**config.mk**
```make
export PLATFORM = sky130hd
export DESIGN_NAME = zbuf_block_fetch
export DESIGN_NICKNAME = d
export VERILOG_FILES = /design/src/rtl/zbuf_pkg.sv /design/src/rtl/zbuf_fetch_fifo.sv /design/src/rtl/zbuf_block_fetch.sv
export SDC_FILE = /design/constraint.sdc
export NUM_CORES = 1
export LEC_CHECK = 0
export CAP_MARGIN = 20
export CORE_ASPECT_RATIO = 1.75
export CORE_MARGIN = 3
export CORE_UTILIZATION = 50
export CTS_CLUSTER_SIZE = 10
export DETAILED_ROUTE_END_ITERATION = 8
export GPL_TIMING_DRIVEN = 0
export PLACE_DENSITY_LB_ADDON = 0.25
export SLEW_MARGIN = 30
export SYNTH_ARGS = -nofsm -noshare
export SYNTH_HDL_FRONTEND = slang
export SYNTH_SLANG_ARGS = --single-unit
```
**constraint.sdc**
```tcl
create_clock -name clk -period 4.4 [get_ports clk]
set_input_delay 0.66 -clock clk [delete_from_list [all_inputs] [get_ports clk]]
set_output_delay 0.66 -clock clk [all_outputs]
set_load 0.1 [all_outputs]
```
**src/rtl/zbuf_pkg.sv**
```systemverilog
// rtl/zbuf_pkg.sv - shared constants, FSM encoding and address helper for the z-block fetcher
package zbuf_pkg;

    localparam int BLK_ID_W       = 15;
    localparam int WORDS_PER_BLK  = 8;
    localparam int Z_WORD_W       = 32;
    localparam int BLK_BYTES_LOG2 = 5;
    localparam int WORD_IDX_W     = $clog2(WORDS_PER_BLK);

    localparam logic [WORD_IDX_W-1:0] LAST_WORD = WORD_IDX_W'(WORDS_PER_BLK - 1);

    typedef enum logic [2:0] {
        ST_IDLE    = 3'd0,
        ST_REQ     = 3'd1,
        ST_COLLECT = 3'd2,
        ST_STREAM  = 3'd3,
        ST_GAP     = 3'd4
    } fetch_state_t;

    // Byte offset of a z-block inside the z-buffer region: 32 bytes per block.
    function automatic logic [BLK_ID_W+BLK_BYTES_LOG2-1:0] blk_byte_offset(
        input logic [BLK_ID_W-1:0] id
    );
        return {id, {BLK_BYTES_LOG2{1'b0}}};
    endfunction

endpackage

```
**src/rtl/zbuf_fetch_fifo.sv**
```systemverilog
// rtl/zbuf_fetch_fifo.sv - synchronous FIFO of pending block IDs with all entries exposed
//
// Ports:
//   clk, rst_n       clock, asynchronous active-low reset
//   push, push_data  enqueue one ID (ignored when full)
//   pop              dequeue the head (ignored when empty)
//   head             oldest entry
//   empty, full      occupancy flags (reflect state before this cycle's push/pop)
//   entries, valid   every storage slot and its occupancy bit, for duplicate matching
module zbuf_fetch_fifo #(
    parameter int DEPTH = 4,
    parameter int W     = 15
) (
    input  logic                      clk,
    input  logic                      rst_n,
    input  logic                      push,
    input  logic [W-1:0]              push_data,
    input  logic                      pop,
    output logic [W-1:0]              head,
    output logic                      empty,
    output logic                      full,
    output logic [DEPTH-1:0][W-1:0]   entries,
    output logic [DEPTH-1:0]          valid
);

    localparam int PTR_W = $clog2(DEPTH);

    logic [PTR_W-1:0] wr_ptr;
    logic [PTR_W-1:0] rd_ptr;
    logic [PTR_W:0]   count;
    logic             do_push;
    logic             do_pop;

    assign empty   = (count == '0);
    assign full    = (count == (PTR_W+1)'(DEPTH));
    assign head    = entries[rd_ptr];
    assign do_push = push & ~full;
    assign do_pop  = pop & ~empty;

    always_ff @(posedge clk or negedge rst_n) begin
        if (!rst_n) begin
            wr_ptr  <= '0;
            rd_ptr  <= '0;
            count   <= '0;
            entries <= '0;
            valid   <= '0;
        end else begin
            // Clear before set: a push can never target the slot being popped
            // (push is blocked when full), but this ordering keeps that safe.
            if (do_pop) begin
                valid[rd_ptr] <= 1'b0;
                rd_ptr        <= rd_ptr + 1'b1;
            end
            if (do_push) begin
                entries[wr_ptr] <= push_data;
                valid[wr_ptr]   <= 1'b1;
                wr_ptr          <= wr_ptr + 1'b1;
            end
            case ({do_push, do_pop})
                2'b10:   count <= count + 1'b1;
                2'b01:   count <= count - 1'b1;
                default: count <= count;
            endcase
        end
    end

endmodule

```
**src/rtl/zbuf_block_fetch.sv**
```systemverilog
// rtl/zbuf_block_fetch.sv - fetches 8-word z-blocks from RAM and streams them to the block cache
//
// Ports:
//   clk, rst_n                     clock, asynchronous active-low reset
//   fetch_id, fetch_req, fetch_ack miss request in; ack is combinational (enqueued or duplicate)
//   mem_rd_addr/req/gnt            RAM burst request, held until granted
//   mem_rd_data/vld                RAM read beats, 8 per burst, gaps allowed
//   block_wr_addr/data/new/en      cache write port, 8 contiguous words, new marks word 0
//   busy                           work in flight or queued
//   err_spur_beat                  sticky flag for a read beat outside COLLECT
module zbuf_block_fetch
    import zbuf_pkg::*;
#(
    parameter int                ADDR_W     = 32,
    parameter logic [ADDR_W-1:0] ZBUF_BASE  = '0,
    parameter int                FIFO_DEPTH = 4
) (
    input  logic                 clk,
    input  logic                 rst_n,
    input  logic [BLK_ID_W-1:0]  fetch_id,
    input  logic                 fetch_req,
    output logic                 fetch_ack,
    output logic [ADDR_W-1:0]    mem_rd_addr,
    output logic                 mem_rd_req,
    input  logic                 mem_rd_gnt,
    input  logic [Z_WORD_W-1:0]  mem_rd_data,
    input  logic                 mem_rd_vld,
    output logic [BLK_ID_W-1:0]  block_wr_addr,
    output logic [Z_WORD_W-1:0]  block_wr_data,
    output logic                 block_wr_new,
    output logic                 block_wr_en,
    output logic                 busy,
    output logic                 err_spur_beat
);

    fetch_state_t              state;
    logic [BLK_ID_W-1:0]       cur_id;
    logic [WORD_IDX_W-1:0]     beat_cnt;
    logic [WORD_IDX_W-1:0]     s_cnt;
    logic [Z_WORD_W-1:0]       linebuf [WORDS_PER_BLK];

    logic                      fifo_push;
    logic                      fifo_pop;
    logic [BLK_ID_W-1:0]       fifo_head;
    logic                      fifo_empty;
    logic                      fifo_full;
    logic [FIFO_DEPTH-1:0][BLK_ID_W-1:0] fifo_entries;
    logic [FIFO_DEPTH-1:0]     fifo_valid;

    logic                      in_flight;
    logic                      dup;

    zbuf_fetch_fifo #(
        .DEPTH (FIFO_DEPTH),
        .W     (BLK_ID_W)
    ) u_fifo (
        .clk       (clk),
        .rst_n     (rst_n),
        .push      (fifo_push),
        .push_data (fetch_id),
        .pop       (fifo_pop),
        .head      (fifo_head),
        .empty     (fifo_empty),
        .full      (fifo_full),
        .entries   (fifo_entries),
        .valid     (fifo_valid)
    );

    // The block being fetched counts as pending until its stream ends; in GAP
    // the cache already holds it, so a re-request there is a genuine new miss.
    assign in_flight = (state == ST_REQ) || (state == ST_COLLECT) || (state == ST_STREAM);

    always_comb begin
        dup = in_flight && (fetch_id == cur_id);
        for (int i = 0; i < FIFO_DEPTH; i++) begin
            if (fifo_valid[i] && (fifo_entries[i] == fetch_id)) begin
                dup = 1'b1;
            end
        end
    end

    // Full is the pre-pop value, so a request is never passed through a full
    // queue in the same cycle the head leaves.
    assign fetch_ack = fetch_req & (dup | ~fifo_full);
    assign fifo_push = fetch_req & ~dup & ~fifo_full;
    assign fifo_pop  = (state == ST_IDLE) & ~fifo_empty;
    assign busy      = (state != ST_IDLE) | ~fifo_empty;

    // Line buffer has no reset: its contents are only read after a full set
    // of 8 beats has been written for the current block.
    always_ff @(posedge clk) begin
        if ((state == ST_COLLECT) && mem_rd_vld) begin
            linebuf[beat_cnt] <= mem_rd_data;
        end
    end

    always_ff @(posedge clk or negedge rst_n) begin
        if (!rst_n) begin
            state         <= ST_IDLE;
            cur_id        <= '0;
            beat_cnt      <= '0;
            s_cnt         <= '0;
            mem_rd_addr   <= '0;
            mem_rd_req    <= 1'b0;
            block_wr_addr <= '0;
            block_wr_data <= '0;
            block_wr_new  <= 1'b0;
            block_wr_en   <= 1'b0;
            err_spur_beat <= 1'b0;
        end else begin
            if (mem_rd_vld && (state != ST_COLLECT)) begin
                err_spur_beat <= 1'b1;
            end

            case (state)
                ST_IDLE: begin
                    if (!fifo_empty) begin
                        cur_id      <= fifo_head;
                        mem_rd_addr <= ZBUF_BASE + ADDR_W'(blk_byte_offset(fifo_head));
                        mem_rd_req  <= 1'b1;
                        state       <= ST_REQ;
                    end
                end

                ST_REQ: begin
                    if (mem_rd_gnt) begin
                        mem_rd_req <= 1'b0;
                        beat_cnt   <= '0;
                        state      <= ST_COLLECT;
                    end
                end

                ST_COLLECT: begin
                    if (mem_rd_vld) begin
                        beat_cnt <= beat_cnt + 1'b1;
                        if (beat_cnt == LAST_WORD) begin
                            // Word 0 is already in the line buffer; present it now
                            // so the cache sees the first word one cycle after the 8th beat.
                            s_cnt         <= '0;
                            block_wr_en   <= 1'b1;
                            block_wr_new  <= 1'b1;
                            block_wr_addr <= cur_id;
                            block_wr_data <= linebuf[0];
                            state         <= ST_STREAM;
                        end
                    end
                end

                ST_STREAM: begin
                    block_wr_new <= 1'b0;
                    if (s_cnt == LAST_WORD) begin
                        block_wr_en <= 1'b0;
                        state       <= ST_GAP;
                    end else begin
                        s_cnt         <= s_cnt + 1'b1;
                        block_wr_data <= linebuf[s_cnt + 1'b1];
                    end
                end

                ST_GAP: begin
                    state <= ST_IDLE;
                end

                default: begin
                    state <= ST_IDLE;
                end
            endcase
        end
    end

endmodule
```
==> summary by stage, run 1 <==
Timing
The minimum clock period after layout is 3.874 ns. The worst pin sits at a relative slew slack of 33.07%. The count of endpoints failing hold in the final timing report is 0. Across the routed clock network, the largest skew measured is roughly 0.024 ns.

The setup slack after layout is 0.5261 ns. Setup violations remaining at the end of the flow were counted as 0. In the finished design, the share of the clock period the worst path needs comes to around nine tenths.

The count of final max-slew check failures is 0. At the pin with the least slew margin, the transition time is 1.001 ns. The worst-case hold slack is roughly 0.085 ns. The maximum frequency from static timing analysis is 258.1 MHz. Setup repair after global routing left no endpoint under its margin.

Clock network
The cell chosen for the clock root is sky130_fd_sc_hd__clkbuf_16. The number of clock buffers inserted by TritonCTS is 46. Post-CTS timing repair inserted 0 buffers for setup. The post-cts hold buffer count is 0.

The clock sink total is 402. Clock-pin slew was measured on the worst setup and hold paths at 0.06 ns. CTS built an H-tree with a depth of 2. In this run, post-CTS repair resized a total of 0 instances.

The maximum clock insertion buffer count is 3. The clock latency on the worst-skew pair is 0.56 ns. The CTS tree is built.

Placement
The count of buffers added on input and output ports is 104. The minimum setup slack after placement is 0.2890 ns. The final estimated routing congestion in global placement is 0.9250. The placed wire-length estimate is 27.00 mm.

The number of placed instances, taps included is 1644.

Final layout
The finished layout holds 1722 standard cells, fillers aside. The multi-input combinational cells in the finished layout cover a total of 5463 µm². The proportion of layout cells with a drive suffix above 1 is 22.91%. The number of fill cells is 2610. The area added between synthesis and finish is 19.75%. The register area is 11340 µm².

After the last flow step, the layout net total stands at 1303.

Power
Total power for the finished layout comes to ~17 mW. VDD sags by at most 0.5261 mV. In this run the static leakage power is 7.670 nW. Power spread over the standard cell area amounts to 807.4 nW/µm².

Yosys
In the synthesized netlist the dominant register cell turns out to be sky130_fd_sc_hd__edfxtp_1. The warning count from the yosys run is 0. The number of storage elements in the synthesis netlist is 402. After synthesis, flip-flops and latches occupy 66.04% of the total area. Of all cell types, the one taking the most synthesized area is sky130_fd_sc_hd__edfxtp_1. Yosys mapped a number of flops with a built-in enable equal to between 200 and 300.

The number of distinct library cells after synthesis is 37. Summing every instance area after synthesis gives around 17000 µm². By count the netlist is led by sky130_fd_sc_hd__edfxtp_1, sky130_fd_sc_hd__dfrtp_1, sky130_fd_sc_hd__nand2_1. In the synthesized netlist the async set-or-reset flop fraction comes to 36.32%. A synthesized cell averages 16.37 µm².

By area the synthesized netlist is led by sky130_fd_sc_hd__edfxtp_1, sky130_fd_sc_hd__dfrtp_1, sky130_fd_sc_hd__mux4_2. The dominant cell by count in the synthesized netlist is sky130_fd_sc_hd__edfxtp_1. After technology mapping, the gate count stands at 1049. The area share of the largest cell type after synthesis is between 40% and 50%.

Route
The number of design-rule violations left by the first detailed-router iteration is 516. In the routed design, unresolved DRC markers number 0. Before antenna repair, the detailed router went through 5 iterations. The final route contains 9480 vias.

The total length of routed wires is 39.20 mm. In this run the remaining antenna-violating nets after routing total 0. After detailed routing, the number of vias per cell comes to ~5.5. Dividing the detail-routed wire length by the instance count gives 22.76 µm.

Global route
The number of global-route vias before repair is slightly below 10000. Entering global routing, the biggest net connects 84 pins. The wire length of the first global-routing pass is ~59 mm. The number of antenna violations at the first check in global routing is 2. Global routing consumed, over all layers together, between 20% and 30% of the routing resources. After global routing the overflow that remains totals 0.

Floorplanning
The total I/O pin count is 137. The starting utilization of the core area is 50.72%. The core region is 33850 µm². The overall die width is between 100 and 150 µm. The die area is 36690 µm². The die boundary height is 251.2 µm. The number of core rows is 89.

Worst setup path
The startpoint of the lowest-slack register-to-register path is state[0]. The maximum fanout encountered on the critical timing path is 6. STA classifies the critical path endpoint as an output port. The critical path starts at mem_rd_addr[9]. The worst setup path is of the flop to output port kind. The element type at the critical path start is a flop. The end of the critical path is fetch_ack. The worst flop-to-flop path endpoint is u_fifo.count[1]. The required time at the endpoint of the critical path is 3.74 ns. Data on the critical path arrives at its endpoint at 3.21 ns.

The slack of the worst reg-to-reg path is 1.28 ns. The worst-case reg-to-reg path depth is 8.

Flow run
The max-capacitance violation count is 0.

Worst hold path
The path class of the lowest-slack min-delay path is input port to asynchronous set/reset pin.

Outcome
The flow ran to the end, and the final reports show no timing, DRC or antenna violations.
[final cells by class]
type	count	area share [%]
repair buffers	124	6.650
flip-flops and latches	402	55.15
clock buffers	74	6.212
diodes	1	0.01217
clock inverters	3	0.2860
well taps	455	2.768
plain buffers	79	2.245
multi-input cells	578	26.57
inverters	6	0.1095
[routing by layer]
layer	track usage [%]	up-vias	wire, µm
met4	8.907	2	1434
li1	-	4245	-
met3	3.264	78	1696
met1	24.50	4890	14430
met2	39.62	265	21620
met5	0	-	18
[where the power goes]
part / leakage (nW) / switching, mW / internal, mW
combinational: 2.94 / 4.76 / 2.87
sequential: 4.09 / 0.615 / 4.93
clock: 0.637 / 1.45 / 1.99
[placed cells by master, fill, tap and decap left out, types with 5 or more instances in the layout]
master,n
sky130_fd_sc_hd__buf_16,8
sky130_fd_sc_hd__buf_6,8
sky130_fd_sc_hd__mux2i_1,33
sky130_fd_sc_hd__nor4_1,5
sky130_fd_sc_hd__mux4_2,79
sky130_fd_sc_hd__nor2_1,39
sky130_fd_sc_hd__buf_4,39
sky130_fd_sc_hd__edfxtp_1,256
sky130_fd_sc_hd__dfrtp_1,146
sky130_fd_sc_hd__nand4_1,19
sky130_fd_sc_hd__nor2_4,6
sky130_fd_sc_hd__clkdlybuf4s50_1,100
sky130_fd_sc_hd__ha_1,13
sky130_fd_sc_hd__xnor2_1,79
sky130_fd_sc_hd__inv_1,6
sky130_fd_sc_hd__clkbuf_1,52
sky130_fd_sc_hd__mux2_2,42
sky130_fd_sc_hd__clkbuf_16,47
sky130_fd_sc_hd__conb_1,17
sky130_fd_sc_hd__nand2_1,110
sky130_fd_sc_hd__a21oi_1,34
sky130_fd_sc_hd__o21ai_0,38
sky130_fd_sc_hd__buf_2,10
sky130_fd_sc_hd__mux2_4,36
sky130_fd_sc_hd__buf_1,9
[cell families (layout without fill, tap and decap cells)]
family,after synthesis,after routing,synth area share (%)
AND/OR/NAND/NOR,197,197,5.239
buffers and inverters,85,286,2.813
flip-flops,402,402,66.04
other,1,18,0.02184
AO/OA/AOI/OAI,80,80,2.550
XOR/XNOR,80,80,4.080
multiplexers,190,190,18.19
adder cells (fa/ha/maj),14,14,1.064
[worst min-delay path by stage]
stage,endpoint,slack [ns],start
floorplan,beat_cnt[0],0.36,rst_n
global placement,u_fifo.valid[2],0.46,u_fifo.valid[2]
detailed placement,u_fifo.valid[2],0.46,u_fifo.valid[2]
CTS,block_wr_data[17],0.07,rst_n
global route,u_fifo.entries[13],0.11,rst_n
finish,u_fifo.entries[13],0.09,rst_n
[flip-flops by register name, summed over array words and instances (netlist names), 3 cells and up]
register        count
beat_cnt            3
block_wr_addr      15
block_wr_data      32
linebuf           256
mem_rd_addr        15
s_cnt               3
state               3
u_fifo.count        3
u_fifo.entries     60
u_fifo.valid        4
[critical path: stages (launching register included)]
cell and delay (ns):
sky130_fd_sc_hd__dfrtp_1 0.47, sky130_fd_sc_hd__xnor2_1 0.28, sky130_fd_sc_hd__o21ai_1 0.11, sky130_fd_sc_hd__nor4_1 0.52
sky130_fd_sc_hd__a211oi_4 0.26, sky130_fd_sc_hd__nand2_1 0.13, sky130_fd_sc_hd__a21o_1 0.13, sky130_fd_sc_hd__dlymetal6s2s_1 0.74
[stage by stage]
step	cell area [µm²]	util [%]	TNS [ns]
CTS	20560	60.73	0
detailed placement	19220	56.78	0
global placement	18840	55.66	-784.72
global route	20560	60.74	0
finish	20560	60.74	0
floorplan	17230	-	0
Note: power is estimated with default switching activity, not from simulation.
==> run 2, diff against run 1 <==
--- a/config.mk
+++ b/config.mk
@@ -12,6 +12,7 @@
 export CTS_CLUSTER_SIZE = 10
 export DETAILED_ROUTE_END_ITERATION = 8
 export GPL_TIMING_DRIVEN = 0
+export HOLD_SLACK_MARGIN = 0.06
 export PLACE_DENSITY_LB_ADDON = 0.25
 export SLEW_MARGIN = 30
 export SYNTH_ARGS = -nofsm -noshare
==> results of run 2 <==
The final DEF is identical to that of run 1; final timing and power are the same.
==> run 3, diff against run 2 <==
--- a/config.mk
+++ b/config.mk
@@ -5,7 +5,8 @@
 export SDC_FILE = /design/constraint.sdc
 export NUM_CORES = 1
 export LEC_CHECK = 0
-export CAP_MARGIN = 20
+export ABC_AREA = 1
+export CAP_MARGIN = 0
 export CORE_ASPECT_RATIO = 1.75
 export CORE_MARGIN = 3
 export CORE_UTILIZATION = 50
==> summary by stage, run 3 <==
Outcome
The flow ran to the end, and the final reports show no timing, DRC or antenna violations.

Route
The number of design rule violations left after detail routing is 0. The routed wire length per instance is about 24 µm. For this run, the detailed router's first-pass iteration total came to 6. For this block, the initial DRC count from the detailed router was 1153. Wires add up to ~60 mm. The via density per instance is 5.751. The final antenna-violating net count is 0.

The detailed-route via count is 14320.

Yosys
After synthesis, the netlist uses 37 different library cells. The dominant cell by count in the synthesized netlist is sky130_fd_sc_hd__nand2_1. The warning count from the yosys run is 0. The cell area that synthesis handed to floorplanning was 18090 µm².

For this run, the register share of the synthesized area comes to 62.68%. The prevailing post-synth register cell is sky130_fd_sc_hd__edfxtp_1. Of the post-synthesis cell area, the dominant cell type holds 42.49%.

In the post-synthesis netlist, the biggest area contributors are sky130_fd_sc_hd__edfxtp_1, sky130_fd_sc_hd__dfrtp_1, sky130_fd_sc_hd__nand2_1. The number of storage elements in the synthesis netlist is 402. The number of synthesized flops with an enable pin is between 200 and 300.

The number of standard cells after synthesis is 1816. After synthesis, the share of flip-flops with an asynchronous set or reset is between 30% and 40%. Dividing the synthesized area by the synthesized cell count gives 9.963 µm². The largest total area in the synthesized netlist belongs to sky130_fd_sc_hd__edfxtp_1.

By count the netlist is led by sky130_fd_sc_hd__nand2_1, sky130_fd_sc_hd__edfxtp_1, sky130_fd_sc_hd__nor2_1.

Floorplanning
The number of core rows is 91. The core footprint is 35520 µm². The floorplan step set the die height to between 200 and 300 µm. 137 I/O pins were placed.

The die is 149.8 µm wide. Once the floorplan was initialized, standard cells occupied 50.93% of the core. The floorplan step defined a die boundary enclosing a little under 40000 µm².

Worst setup path
Data on the critical path is required at its endpoint by 3.74 ns. Along the worst path, the maximum fanout reaches 10. STA classifies the critical path startpoint as a flop.

STA puts the critical path data arrival time at between 3 and 4 ns. The critical path endpoint category is an output port. The setup path with the least slack is of type flop to output port.

Final layout
The library cell used most frequently in the layout, excluding fill and tap cells, is sky130_fd_sc_hd__nand2_1. The layout has between 2000 and 3000 filler cells. The number of antenna diodes in the final layout is 0. In the final layout, the share of cells above drive strength 1 is 8.988%.

The top cell types in the final layout, fill and taps aside, are sky130_fd_sc_hd__nand2_1, sky130_fd_sc_hd__edfxtp_1, sky130_fd_sc_hd__nor2_1, sky130_fd_sc_hd__o21ai_0, sky130_fd_sc_hd__dfrtp_1. Leaving out filler cells and counting taps, the final layout contains 2490. From synthesis to final layout, the design area changed by 18.85%.

linebuf holds more flip-flops than any other register. The largest registers in the layout are linebuf (256), u_fifo.entries (60), block_wr_data (32). The register with the most flip-flops in the layout has 256 of them. The number of nets in the layout is 2061.

The utilization after layout is 60.53%.

Flow run
The tool flagged a number of max-cap violations equal to 0.

Power
Across the VDD grid, the largest voltage drop is 0.5924 mV. The design draws ~17 mW. The leakage component of the power is approximately 8.6 nW. The power density relative to cell area is 782.7 nW/µm².

Clock network
The cell sitting at the root of the clock tree is a sky130_fd_sc_hd__clkbuf_16. The post-CTS setup buffer count is 0. The clock latency on the worst-skew pair is 0.57 ns.

The clock sink total is about 400. The clock edge transition at the registers on the reported setup and hold paths is 0.06 ns. The CTS tree is built.

Gates resized during post-CTS repair numbered 1. The maximum clock insertion buffer count is 3. The number of clock buffers inserted by TritonCTS is 46. The post-cts hold buffer count is 0. The total number of H-tree levels is 2.

Global route
The pin count of the biggest net entering global routing is 79. The number of global-route vias before repair is between 10000 and 15000. The aggregate global routing overflow is 0. The first global-routing pass estimated 87.13 mm of wire. The number of antenna violations at the first check in global routing is 0. The total track usage is roughly 30%.

Timing
The minimum clock period after layout is 4.235 ns. Setup violations remaining at the end of the flow were counted as 0. Setup repair after global routing left no endpoint under its margin. After routing, the total negative slack on setup checks comes to 0 ns. The count of final max-slew check failures came to 0.

Headroom to the max-slew limit came out at around a third. Across all hold checks on the routed design, the worst slack comes to 0.07677 ns. The final cycle utilization of the critical path is 96.25%.

The measured slew at the worst slew-check pin is 1.023 ns. The count of endpoints failing hold in the final timing report came to 0. Across the routed clock network, the largest skew measured is 0.02856 ns. The maximum frequency from static timing analysis is approximately 240 MHz.

Placement
Once detailed placement completed, the half-perimeter wirelength came to approximately 42 mm. Routability-driven placement finished with a final weighted congestion of around 1.0. Port buffering added 104 buffers. The number of placed instances, taps included, is 2412.

Worst hold path
In this run the worst hold path is classified as input port to asynchronous set/reset pin.
[run 3: cell type report]
cell class,instances,area [µm²],area share [%]
multi-input cells,1196,5703,26.52
clock inverters,3,68.82,0.3200
inverters,103,405.4,1.885
flip-flops and latches,402,11340,52.74
repair buffers,115,1348,6.267
clock buffers,75,1291,6.005
plain buffers,131,763.2,3.550
well taps,465,581.8,2.706
[run 3: worst paths after layout]
| path | from | endpoint | slack, ns | cells after the start |
|---|---|---|---|---|
| setup reg to reg | mem_rd_addr[6] | u_fifo.count[2] | 1.55 | 15 |
| min in group clk | fetch_id[14] | u_fifo.entries[14] | 0.39 | 3 |
| max in group asynchronous | rst_n | block_wr_data[20] | 3.45 | 2 |
| setup / recovery | mem_rd_addr[6] | fetch_ack | 0.16 | 12 |
| hold / removal | rst_n | block_wr_addr[11] | 0.08 | 1 |
| hold reg to reg | err_spur_beat | err_spur_beat | 0.46 | 1 |
[run 3: worst max-delay path, stage by stage (launching register included)]
cell and delay [ns]:
sky130_fd_sc_hd__dfrtp_1 0.44, sky130_fd_sc_hd__inv_1 0.15, sky130_fd_sc_hd__nand2_1 0.09, sky130_fd_sc_hd__nand2_1 0.05
sky130_fd_sc_hd__nor2_1 0.24, sky130_fd_sc_hd__nand2_1 0.08, sky130_fd_sc_hd__nor2_1 0.17, sky130_fd_sc_hd__nand2_1 0.15
sky130_fd_sc_hd__nand3_1 0.14, sky130_fd_sc_hd__nor2_4 0.09, sky130_fd_sc_hd__buf_2 0.23, sky130_fd_sc_hd__a21oi_1 0.28
sky130_fd_sc_hd__dlygate4sd2_1 0.90
[run 3: per-layer routing]
| metal | part of all wire (%) | GRT usage (%) | wire length (µm) | vias up |
|---|---|---|---|---|
| li1 | - | - | - | 6528 |
| met1 | 32 | 30.81 | 18790 | 6890 |
| met2 | 54 | 56.20 | 31650 | 677 |
| met3 | 5.4 | 3.634 | 3184 | 224 |
| met4 | 8.5 | 21.63 | 4961 | 0 |
| met5 | 0 | 0 | 0 | - |
[run 3: cell families after synthesis]
| kind of cell | Yosys count | share of synthesized area (%) |
|---|---|---|
| AND/OR/NAND/NOR | 821 | 19.03 |
| buffers and inverters | 234 | 6.459 |
| AO/OA/AOI/OAI | 336 | 10.37 |
| multiplexers | 3 | 0.1867 |
| flip-flops | 402 | 62.68 |
| adder cells (fa/ha/maj) | 14 | 1.010 |
| XOR/XNOR | 5 | 0.2420 |
| other | 1 | 0.02073 |
[run 3: power breakdown]
group          leakage [nW]  internal [mW]  total [mW]  switching [mW]
Combinational          3.87           2.15        8.03            5.88
Clock                 0.645           2.00        3.51            1.50
Sequential             4.08           4.71        5.29           0.580
[run 3: stage by stage]
stage	setup WS [ns]	instance area, µm²
2_1_floorplan	0.4460	18150
3_3_place_gp	-3.776	19780
3_5_place_dp	0.1916	20140
4_1_cts	0.2124	21500
5_1_grt	0.1196	21500
6_report	0.1649	21500
